**src/rtl/alu_pkg.sv**
```systemverilog
// Shared types for the N-bit sequential ALU: op encoding, FSM states, flag bundle.
// Latency: n/a (types and constants only).
// Backpressure: n/a.
package alu_pkg;

  localparam int ALU_OP_W = 3;

  typedef enum logic [ALU_OP_W-1:0] {
    OP_AND = 3'b000,
    OP_OR  = 3'b001,
    OP_ADD = 3'b010,
    OP_SUB = 3'b011,
    OP_SLT = 3'b100,
    OP_XOR = 3'b101,
    OP_NOR = 3'b110,
    OP_MUL = 3'b111
  } alu_op_e;

  typedef enum logic [1:0] {
    ST_IDLE = 2'd0,
    ST_BUSY = 2'd1,
    ST_DONE = 2'd2
  } alu_state_e;

  typedef struct packed {
    logic zero;
    logic carry;
    logic overflow;
    logic negative;
  } alu_flags_t;

endpackage

```
**src/rtl/alu_mul_seq.sv**
```systemverilog
// Iterative shift-add unsigned multiplier, one partial product per cycle.
// Latency: WIDTH cycles after i_start; o_done flags the cycle of the final step.
// Backpressure: none; the caller must not pulse i_start while o_busy is high.
module alu_mul_seq
  import alu_pkg::*;
#(
  parameter int WIDTH = 24
) (
  input  logic               clk,
  input  logic               reset,
  input  logic               i_start,
  input  logic [WIDTH-1:0]   i_a,
  input  logic [WIDTH-1:0]   i_b,
  output logic               o_busy,
  output logic               o_done,
  output logic [2*WIDTH-1:0] o_product
);

  localparam int CNT_W = $clog2(WIDTH + 1);

  logic [2*WIDTH-1:0] r_acc;
  logic [2*WIDTH-1:0] r_mcand;
  logic [WIDTH-1:0]   r_mplier;
  logic [CNT_W-1:0]   r_cnt;
  logic [2*WIDTH-1:0] w_acc_nxt;

  // Accumulator value after this cycle's step; on the last step it is the full product.
  assign w_acc_nxt = r_acc + (r_mplier[0] ? r_mcand : '0);
  assign o_busy    = (r_cnt != '0);
  assign o_done    = (r_cnt == CNT_W'(1));
  assign o_product = w_acc_nxt;

  // Load operands on start, then add/shift/decrement once per cycle until count hits zero.
  always_ff @(posedge clk or posedge reset) begin
    if (reset) begin
      r_acc    <= '0;
      r_mcand  <= '0;
      r_mplier <= '0;
      r_cnt    <= '0;
    end else if (i_start) begin
      r_acc    <= '0;
      r_mcand  <= {{WIDTH{1'b0}}, i_a};
      r_mplier <= i_b;
      r_cnt    <= CNT_W'(WIDTH);
    end else if (r_cnt != '0) begin
      r_acc    <= w_acc_nxt;
      r_mcand  <= r_mcand << 1;
      r_mplier <= r_mplier >> 1;
      r_cnt    <= r_cnt - CNT_W'(1);
    end
  end

endmodule

```
**src/rtl/alu_nbit_seq.sv**
```systemverilog
// Registered N-bit ALU (AND/OR/XOR/NOR/ADD/SUB/SLT, optional MUL via ALU_MUL_EN) with flags.
// Latency: 1 cycle for single-cycle ops; WIDTH+... i.e. result after WIDTH BUSY cycles for MUL.
// Backpressure: valid/ready both sides; result held in DONE until out_ready, accept overlaps consume.
module alu_nbit_seq
  import alu_pkg::*;
#(
  parameter int WIDTH = 24
) (
  input  logic                clk,
  input  logic                reset,
  input  logic                in_valid,
  output logic                in_ready,
  input  logic [WIDTH-1:0]    a,
  input  logic [WIDTH-1:0]    b,
  input  logic [ALU_OP_W-1:0] op,
  output logic                out_valid,
  input  logic                out_ready,
  output logic [WIDTH-1:0]    result,
  output logic                zero,
  output logic                carry,
  output logic                overflow,
  output logic                negative
);

  alu_state_e       r_state;
  alu_state_e       w_state_nxt;
  logic [WIDTH-1:0] r_result;
  alu_flags_t       r_flags;

  alu_op_e          w_op;
  logic             w_sub;
  logic [WIDTH-1:0] w_b_eff;
  logic [WIDTH-1:0] w_sum;
  logic             w_cout;
  logic             w_ovf;
  logic [WIDTH-1:0] w_sc_res;
  logic             w_sc_carry;
  logic             w_sc_ovf;

  logic             w_load;
  logic [WIDTH-1:0] w_res_nxt;
  logic             w_carry_nxt;
  logic             w_ovf_nxt;
  alu_flags_t       w_flags_nxt;

  assign w_op = alu_op_e'(op);

  // SUB and SLT share the adder as A + ~B + 1; carry out is then "no borrow".
  assign w_sub              = (w_op == OP_SUB) || (w_op == OP_SLT);
  assign w_b_eff            = w_sub ? ~b : b;
  assign {w_cout, w_sum}    = {1'b0, a} + {1'b0, w_b_eff} + {{WIDTH{1'b0}}, w_sub};
  assign w_ovf              = (a[WIDTH-1] == w_b_eff[WIDTH-1]) && (w_sum[WIDTH-1] != a[WIDTH-1]);

`ifdef ALU_MUL_EN
  logic               w_mul_start;
  logic               w_mul_busy;
  logic               w_mul_done;
  logic [2*WIDTH-1:0] w_mul_prod;

  alu_mul_seq #(.WIDTH(WIDTH)) u_mul (
    .clk       (clk),
    .reset     (reset),
    .i_start   (w_mul_start),
    .i_a       (a),
    .i_b       (b),
    .o_busy    (w_mul_busy),
    .o_done    (w_mul_done),
    .o_product (w_mul_prod)
  );
`endif

  // Single-cycle result; MUL here is the unsupported-op marker used when no multiplier exists.
  always_comb begin
    w_sc_res   = '0;
    w_sc_carry = 1'b0;
    w_sc_ovf   = 1'b0;
    case (w_op)
      OP_AND: w_sc_res = a & b;
      OP_OR:  w_sc_res = a | b;
      OP_XOR: w_sc_res = a ^ b;
      OP_NOR: w_sc_res = ~(a | b);
      OP_ADD, OP_SUB: begin
        w_sc_res   = w_sum;
        w_sc_carry = w_cout;
        w_sc_ovf   = w_ovf;
      end
      OP_SLT: w_sc_res = {{(WIDTH-1){1'b0}}, w_sum[WIDTH-1] ^ w_ovf};
      OP_MUL: w_sc_ovf = 1'b1;
      default: w_sc_res = '0;
    endcase
  end

  // Next state, handshake and result-load decision; DONE can consume and accept in one edge.
  always_comb begin
    w_state_nxt = r_state;
    in_ready    = 1'b0;
    w_load      = 1'b0;
    w_res_nxt   = w_sc_res;
    w_carry_nxt = w_sc_carry;
    w_ovf_nxt   = w_sc_ovf;
    w_flags_nxt = '0;
`ifdef ALU_MUL_EN
    w_mul_start = 1'b0;
`endif
    case (r_state)
      ST_IDLE: in_ready = 1'b1;
      ST_DONE: begin
        in_ready = out_ready;
        if (out_ready) w_state_nxt = ST_IDLE;
      end
      ST_BUSY: begin
`ifdef ALU_MUL_EN
        if (w_mul_done) begin
          w_state_nxt = ST_DONE;
          w_load      = 1'b1;
          w_res_nxt   = w_mul_prod[WIDTH-1:0];
          w_carry_nxt = 1'b0;
          w_ovf_nxt   = |w_mul_prod[2*WIDTH-1:WIDTH];
        end else if (!w_mul_busy) begin
          w_state_nxt = ST_IDLE;
        end
`else
        w_state_nxt = ST_IDLE;
`endif
      end
      default: w_state_nxt = ST_IDLE;
    endcase
    if (in_valid && in_ready) begin
`ifdef ALU_MUL_EN
      if (w_op == OP_MUL) begin
        w_mul_start = 1'b1;
        w_state_nxt = ST_BUSY;
      end else begin
        w_state_nxt = ST_DONE;
        w_load      = 1'b1;
      end
`else
      w_state_nxt = ST_DONE;
      w_load      = 1'b1;
`endif
    end
    w_flags_nxt.zero     = (w_res_nxt == '0);
    w_flags_nxt.carry    = w_carry_nxt;
    w_flags_nxt.overflow = w_ovf_nxt;
    w_flags_nxt.negative = w_res_nxt[WIDTH-1];
  end

  // FSM state register.
  always_ff @(posedge clk or posedge reset) begin
    if (reset) r_state <= ST_IDLE;
    else       r_state <= w_state_nxt;
  end

  // Result and flags only change when a new result is produced, so DONE holds them stable.
  always_ff @(posedge clk or posedge reset) begin
    if (reset) begin
      r_result <= '0;
      r_flags  <= '0;
    end else if (w_load) begin
      r_result <= w_res_nxt;
      r_flags  <= w_flags_nxt;
    end
  end

  assign out_valid = (r_state == ST_DONE);
  assign result    = r_result;
  assign zero      = r_flags.zero;
  assign carry     = r_flags.carry;
  assign overflow  = r_flags.overflow;
  assign negative  = r_flags.negative;

endmodule

```
**config.mk**
```make
export PLATFORM = sky130hd
export DESIGN_NAME = alu_nbit_seq
export DESIGN_NICKNAME = d
export VERILOG_FILES = /design/src/rtl/alu_pkg.sv /design/src/rtl/alu_mul_seq.sv /design/src/rtl/alu_nbit_seq.sv
export SDC_FILE = /design/constraint.sdc
export NUM_CORES = 1
export LEC_CHECK = 0
export ABC_AREA = 1
export CORE_ASPECT_RATIO = 1.25
export CORE_MARGIN = 1.5
export CORE_UTILIZATION = 49
export DETAILED_ROUTE_END_ITERATION = 8
export PLACE_DENSITY = 0.75
export SYNTH_ARGS = -nofsm -noshare
export SYNTH_HDL_FRONTEND = slang
export SYNTH_SLANG_ARGS = --single-unit
```
**constraint.sdc**
```tcl
create_clock -name clk -period 1.3 [get_ports clk]
set_input_delay 0.195 -clock clk [delete_from_list [all_inputs] [get_ports clk]]
set_output_delay 0.195 -clock clk [all_outputs]
set_load 0.1 [all_outputs]
```
==> results.yml, run 1 <==
outcome:
  status: "aborted with a tool error"
  haltStage: "global routing"
  stop_error: "[ERROR GRT-0232] Routing congestion too high. Check the congestion heatmap in the GUI."
synthesis:
  ys_async_sr_fraction_pct: 100
  synth_top_cell_area_share_pct: 19.3
  syn_nets: 866
  netlist_area_sq_um: 4600
  yosysSeqAreaShare_pct: 15.2
  synth.distinct_cells: 38
  yosysTopAreaCell: "ha_1"
  synth-edff-count: 0
  ys.flop_type: "dfrtp_1"
  netlist_instances: 739
  ys_top_cells_by_area: "ha_1, nand2_1, dfrtp_1"
  syn-mean-instance-area_sq_um: 6.22
  ys_warn_count: 0
  ys_seq_elements: 28
placement:
  io_buffers: 84
  gp_congestion: 0.960
  dp_hpwl_microns: 14600
  dp_slack_ns: -2.22
global_route:
  grt_max_degree: 38
  grt_usage_pct: 72.4
  grt_overflow: 6
timing:
  timing.grt.repair.worst_endpoint: "zero$_DFFE_PP0P_/D"
  worst-ep-kind: "sequential cell input"
floorplan:
  num_rows: 39
  die_w_microns: 89.7
  io_pins: 85
  die_y_microns: 111
  initial_utilization_pct: 50.4
clocking:
  root_buffer: "clkbuf_16"
  cts_hold_buf: 0
  cts_sinks: 28
  cts_htree_levels: 1
  clockBufferDepth: 2
  cts_made_buffers: 3
-- cell usage after synthesis, types with 2 or more instances --
library cell and n:
a221oi_1 10, a211oi_1 2, nand4_1 10, xor2_1 23, inv_1 130, nor3_1 7, nor2_1 60, o21ai_0 39
o21ai_1 3, buf_1 3, nand3_2 2, buf_2 7, dfrtp_1 28, buf_4 2, a31oi_1 5, clkbuf_1 7
nand3_1 72, nand2_1 191, o21bai_1 3, nand3b_1 6, nand2_2 3, a21oi_1 31, buf_6 2, a221oi_2 4
inv_2 4, ha_1 71, a21o_1 2, mux2i_1 2
-- per-stage QoR --
step | setup TNS, ns | utilization (%) | hold slack, ns | cells | cell area [sq um]
floorplan | -23.92 | - | 0.260 | 739 | 4760
global placement | -45.52 | 77.8 | 0.526 | 1081 | 7100
detailed placement | -48.15 | 77.8 | 0.542 | 1081 | 7100
CTS | -25.79 | 87.7 | 0.312 | 1113 | 8000
-- metal layers --
metal  GRT overflow  GRT usage [%]
met2              3           84.7
met5              0           24.1
met3              0           59.3
met1              0           73.3
met4              3           72.7
-- repair_timing --
| action | 4_1_cts |
|---|---|
| setup buffers | 38 |
| pin swaps | 77 |
| endpoints found under the setup margin | 28 |
| resized for setup | 204 |
-- cells by family after synthesis --
| kind of cell | Yosys count | synth area share [%] |
|---|---|---|
| mux | 2 | 0.435 |
| simple gates | 355 | 33.1 |
| fa+ha+maj | 72 | 19.7 |
| xor+xnor | 23 | 4.38 |
| buf+inv | 156 | 13.4 |
| flops | 28 | 15.2 |
| compound gates | 103 | 13.7 |
==> run 2, diff against run 1 <==
--- a/config.mk
+++ b/config.mk
@@ -6,11 +6,10 @@
 export NUM_CORES = 1
 export LEC_CHECK = 0
 export ABC_AREA = 1
-export CORE_ASPECT_RATIO = 1.25
 export CORE_MARGIN = 1.5
-export CORE_UTILIZATION = 49
+export CORE_UTILIZATION = 40
 export DETAILED_ROUTE_END_ITERATION = 8
-export PLACE_DENSITY = 0.75
+export PLACE_DENSITY_LB_ADDON = 0.15
 export SYNTH_ARGS = -nofsm -noshare
 export SYNTH_HDL_FRONTEND = slang
 export SYNTH_SLANG_ARGS = --single-unit
==> constraint.sdc (replaced) <==
create_clock -name clk -period 1.7 [get_ports clk]
set_input_delay 0.255 -clock clk [delete_from_list [all_inputs] [get_ports clk]]
set_output_delay 0.255 -clock clk [all_outputs]
set_load 0.1 [all_outputs]
==> run 2 against run 1 <==
Against the previous run: synthesized cell count did not move; the flow now finishes, with violations (setup timing); area after synthesis did not move.
==> results.yml, run 2 <==
route:
  wirelength_microns: 19600
  ant_nets: 0
  viasPerCell: 5.45
  drt-initial-drc-count: 453
  first_pass_iters: 5
  drc_errors: 0
  vias: 6193
  wire_per_inst_microns: 17.3
timing:
  fin_crit_ns: 2.70
  fin_crit_sh_pct: 159
  slew_headroom_pct: 32.2
  rsz0062_at_grt: "true"
  hold_violations: 0
  fin_hold_ws_ns: 0.355
  fmax_mhz: 371
  drv_slew: 0
  fin_worst_skew_ns: 0.00414
  finalSetupViolCount: 27
  tightest_slew_ns: 1.02
  finalWorstSetupSlack_ns: -0.998
synthesis:
  yosys-top-cells-count: "nand2_1, inv_1, nand3_1"
  ys_warn_count: 0
  synth-edff-count: 0
  yosysTopAreaCell: "ha_1"
  syn_nets: 866
  ys_top_cells_by_area: "ha_1, nand2_1, dfrtp_1"
  ys_async_sr_fraction_pct: 100
  yosysMostFrequentCell: "nand2_1"
  netlist_instances: 739
  netlist_area_sq_um: 4600
  yosysSeqAreaShare_pct: 15.2
  synth_top_cell_area_share_pct: 19.3
  synth.distinct_cells: 38
  ys_seq_elements: 28
  ys.flop_type: "dfrtp_1"
  syn-mean-instance-area_sq_um: 6.22
global_route:
  grt_max_degree: 38
  grt_usage_pct: 29.8
  grt_pass1_wl_microns: 28000
  antenna_found_initial: 0
  grt_pass1_vias: 5837
  grt_overflow: 0
power_and_ir_drop:
  leakagePower_nw: 4.40
  p_sw_mw: 3.13
  pwr-share-clk_pct: 9.1
  seqPwrFrac_pct: 14.6
  power_density_nw_per_um2: 726
  internal_power_mw: 3.16
  pwr-share-comb_pct: 76.2
  swShare_pct: 49.8
  report.power.total_mw: 6.29
  ir_drop_mv: 1.03
placement:
  dp_hpwl_microns: 13900
  io_buffers: 84
  gp_congestion: 0.969
  dp.cells: 1086
layout:
  fin_nets: 1124
  syn_to_final_growth_pct: 88.2
  final_cell_mix: "buf_4, nand2_1, inv_1, ha_1, nand3_1"
  largest_register_ffs: 24
  num-fill-cells: 765
  instances_no_fill: 1136
  diodes: 0
  final_common_cell: "buf_4"
  drive_gt1_share_pct: 45.0
clocking:
  root_buffer: "clkbuf_16"
  clk_pin_slew_ns: 0.07
  cts_htree_levels: 1
  cts_sinks: 28
  cts_hold_buf: 0
  clockBufferDepth: 2
  cts_tree: "built"
  cts_made_buffers: 3
  insertion_delay_ns: 0.26
worst_setup_path:
  critPathCaptureType: "register"
  arrival_ns: 2.90
  critPathLaunchType: "input pin"
  worst-path-buf-inv: 5
  worstPathMaxFanout: 4
  crit_chain: "buf_8, inv_4, nor2_4, nand2_8, nand2_8, buf_12, xor2_4, inv_2, fa_2, inv_2, nand2_2, nand3_2, nor2_4, nand3_2, nor2_4, nand3_2, nor2_2, nand2_2, nor2_2, nand3_1, nor2_1, nand3_1, nand2_1"
  critPathMaxStageDelay_ns: 0.53
  crit_type: "input pin to register"
  critPathTopFamily: "simple AND/OR/NAND/NOR gates"
  slowest_stage: "fa_2"
  critPathRequiredTime_ns: 1.90
outcome:
  status: "complete, but fails checks"
  violations: "setup timing"
run:
  maxCapViolCount: 0
floorplan:
  num_rows: 38
  die_w_microns: 110
  initial_utilization_pct: 41.7
  core_area_sq_um: 11000
  die_y_microns: 110
  io_pins: 85
  fp.dieArea_sq_um: 12200
min_path:
  hold_class: "input pin to asynchronous set/reset pin"
[run 2: cell counts after synthesis]
No cell type changed its count.
[run 2: kinds of logic after synthesis]
logic type | share of synthesized area [%]
compound gates | 13.7
xor+xnor | 4.38
fa+ha+maj | 19.7
buf+inv | 13.4
flops | 15.2
mux | 0.435
simple gates | 33.1
[run 2: layout make-up]
| cell class | instances | area, sq um | area share, % |
|---|---|---|---|
| clock buffer | 4 | 88.8 | 1.03 |
| timing repair buffer | 274 | 2770 | 32.0 |
| tap | 140 | 175 | 2.02 |
| multi-input combinational | 555 | 4400 | 50.9 |
| sequential | 28 | 704 | 8.14 |
| inverter | 135 | 512 | 5.91 |
[run 2: metal layers]
| layer | global-route usage, % | wire length (microns) | vias up |
|---|---|---|---|
| li1 | - | - | 2891 |
| met1 | 39.3 | 7860 | 2910 |
| met2 | 50.1 | 9440 | 313 |
| met3 | 2.18 | 1490 | 79 |
| met4 | 12.8 | 826 | 0 |
| met5 | 0 | 0 | - |
[run 2: worst reg2reg max path, cell delays in order, from the launching register on]
cell      delay (ns)
dfrtp_4         0.49
nand2_4         0.07
nand2_1         0.10
clkinv_1        0.10
nand3_2         0.11
nor2_4          0.18
nand3_2         0.08
nor2_2          0.11
nand2_2         0.08
nor2_2          0.11
nand3_1         0.09
nor2_1          0.12
nand3_1         0.07
nand2_1         0.07
[run 2: per-stage QoR]
stage / utilization, % / setup TNS (ns) / cell area, sq um / setup WS (ns)
2_1_floorplan: - / -14.64 / 4730 / -0.851
3_3_place_gp: 63.7 / -36.47 / 7030 / -1.79
3_5_place_dp: 63.7 / -38.07 / 7030 / -1.88
4_1_cts: 71.0 / -16.01 / 7830 / -0.928
5_1_grt: 78.5 / -21.14 / 8660 / -1.15
6_report: 78.5 / -18.40 / 8660 / -0.998
[run 2: path summary, 6_finish.rpt]
kind,slack (ns),cells after the start,end,start
setup / recovery,-1.0,23,zero,op[1]
hold / removal,0.36,3,result[1],reset
setup reg to reg,-0.12,13,zero,r_state[1]
hold reg to reg,0.53,2,result[19],result[19]
max in group asynchronous,1.04,3,r_state[1],reset
min in group clk,0.51,4,overflow,op[1]
[run 2: power by group through the flow]
stage               sequential (mW)  combinational [mW]  clock (mW)
floorplan                      1.72                1.30           0
global placement              0.926                3.67           0
detailed placement            0.933                3.71           0
CTS                           0.922                4.12       0.585
global route                  0.934                5.06       0.623
finish                        0.920                4.79       0.574
[run 2: timing repair]
| item | CTS | global route |
|---|---|---|
| endpoints found under the setup margin | 27 | 27 |
| setup buffers | 33 | 25 |
| gates resized for setup | 151 | 162 |
| gates cloned | 1 | 0 |
| endpoints found under the hold margin | 0 | 0 |
| pin swaps | 94 | 90 |
Note: power is estimated with default switching activity, not from simulation.
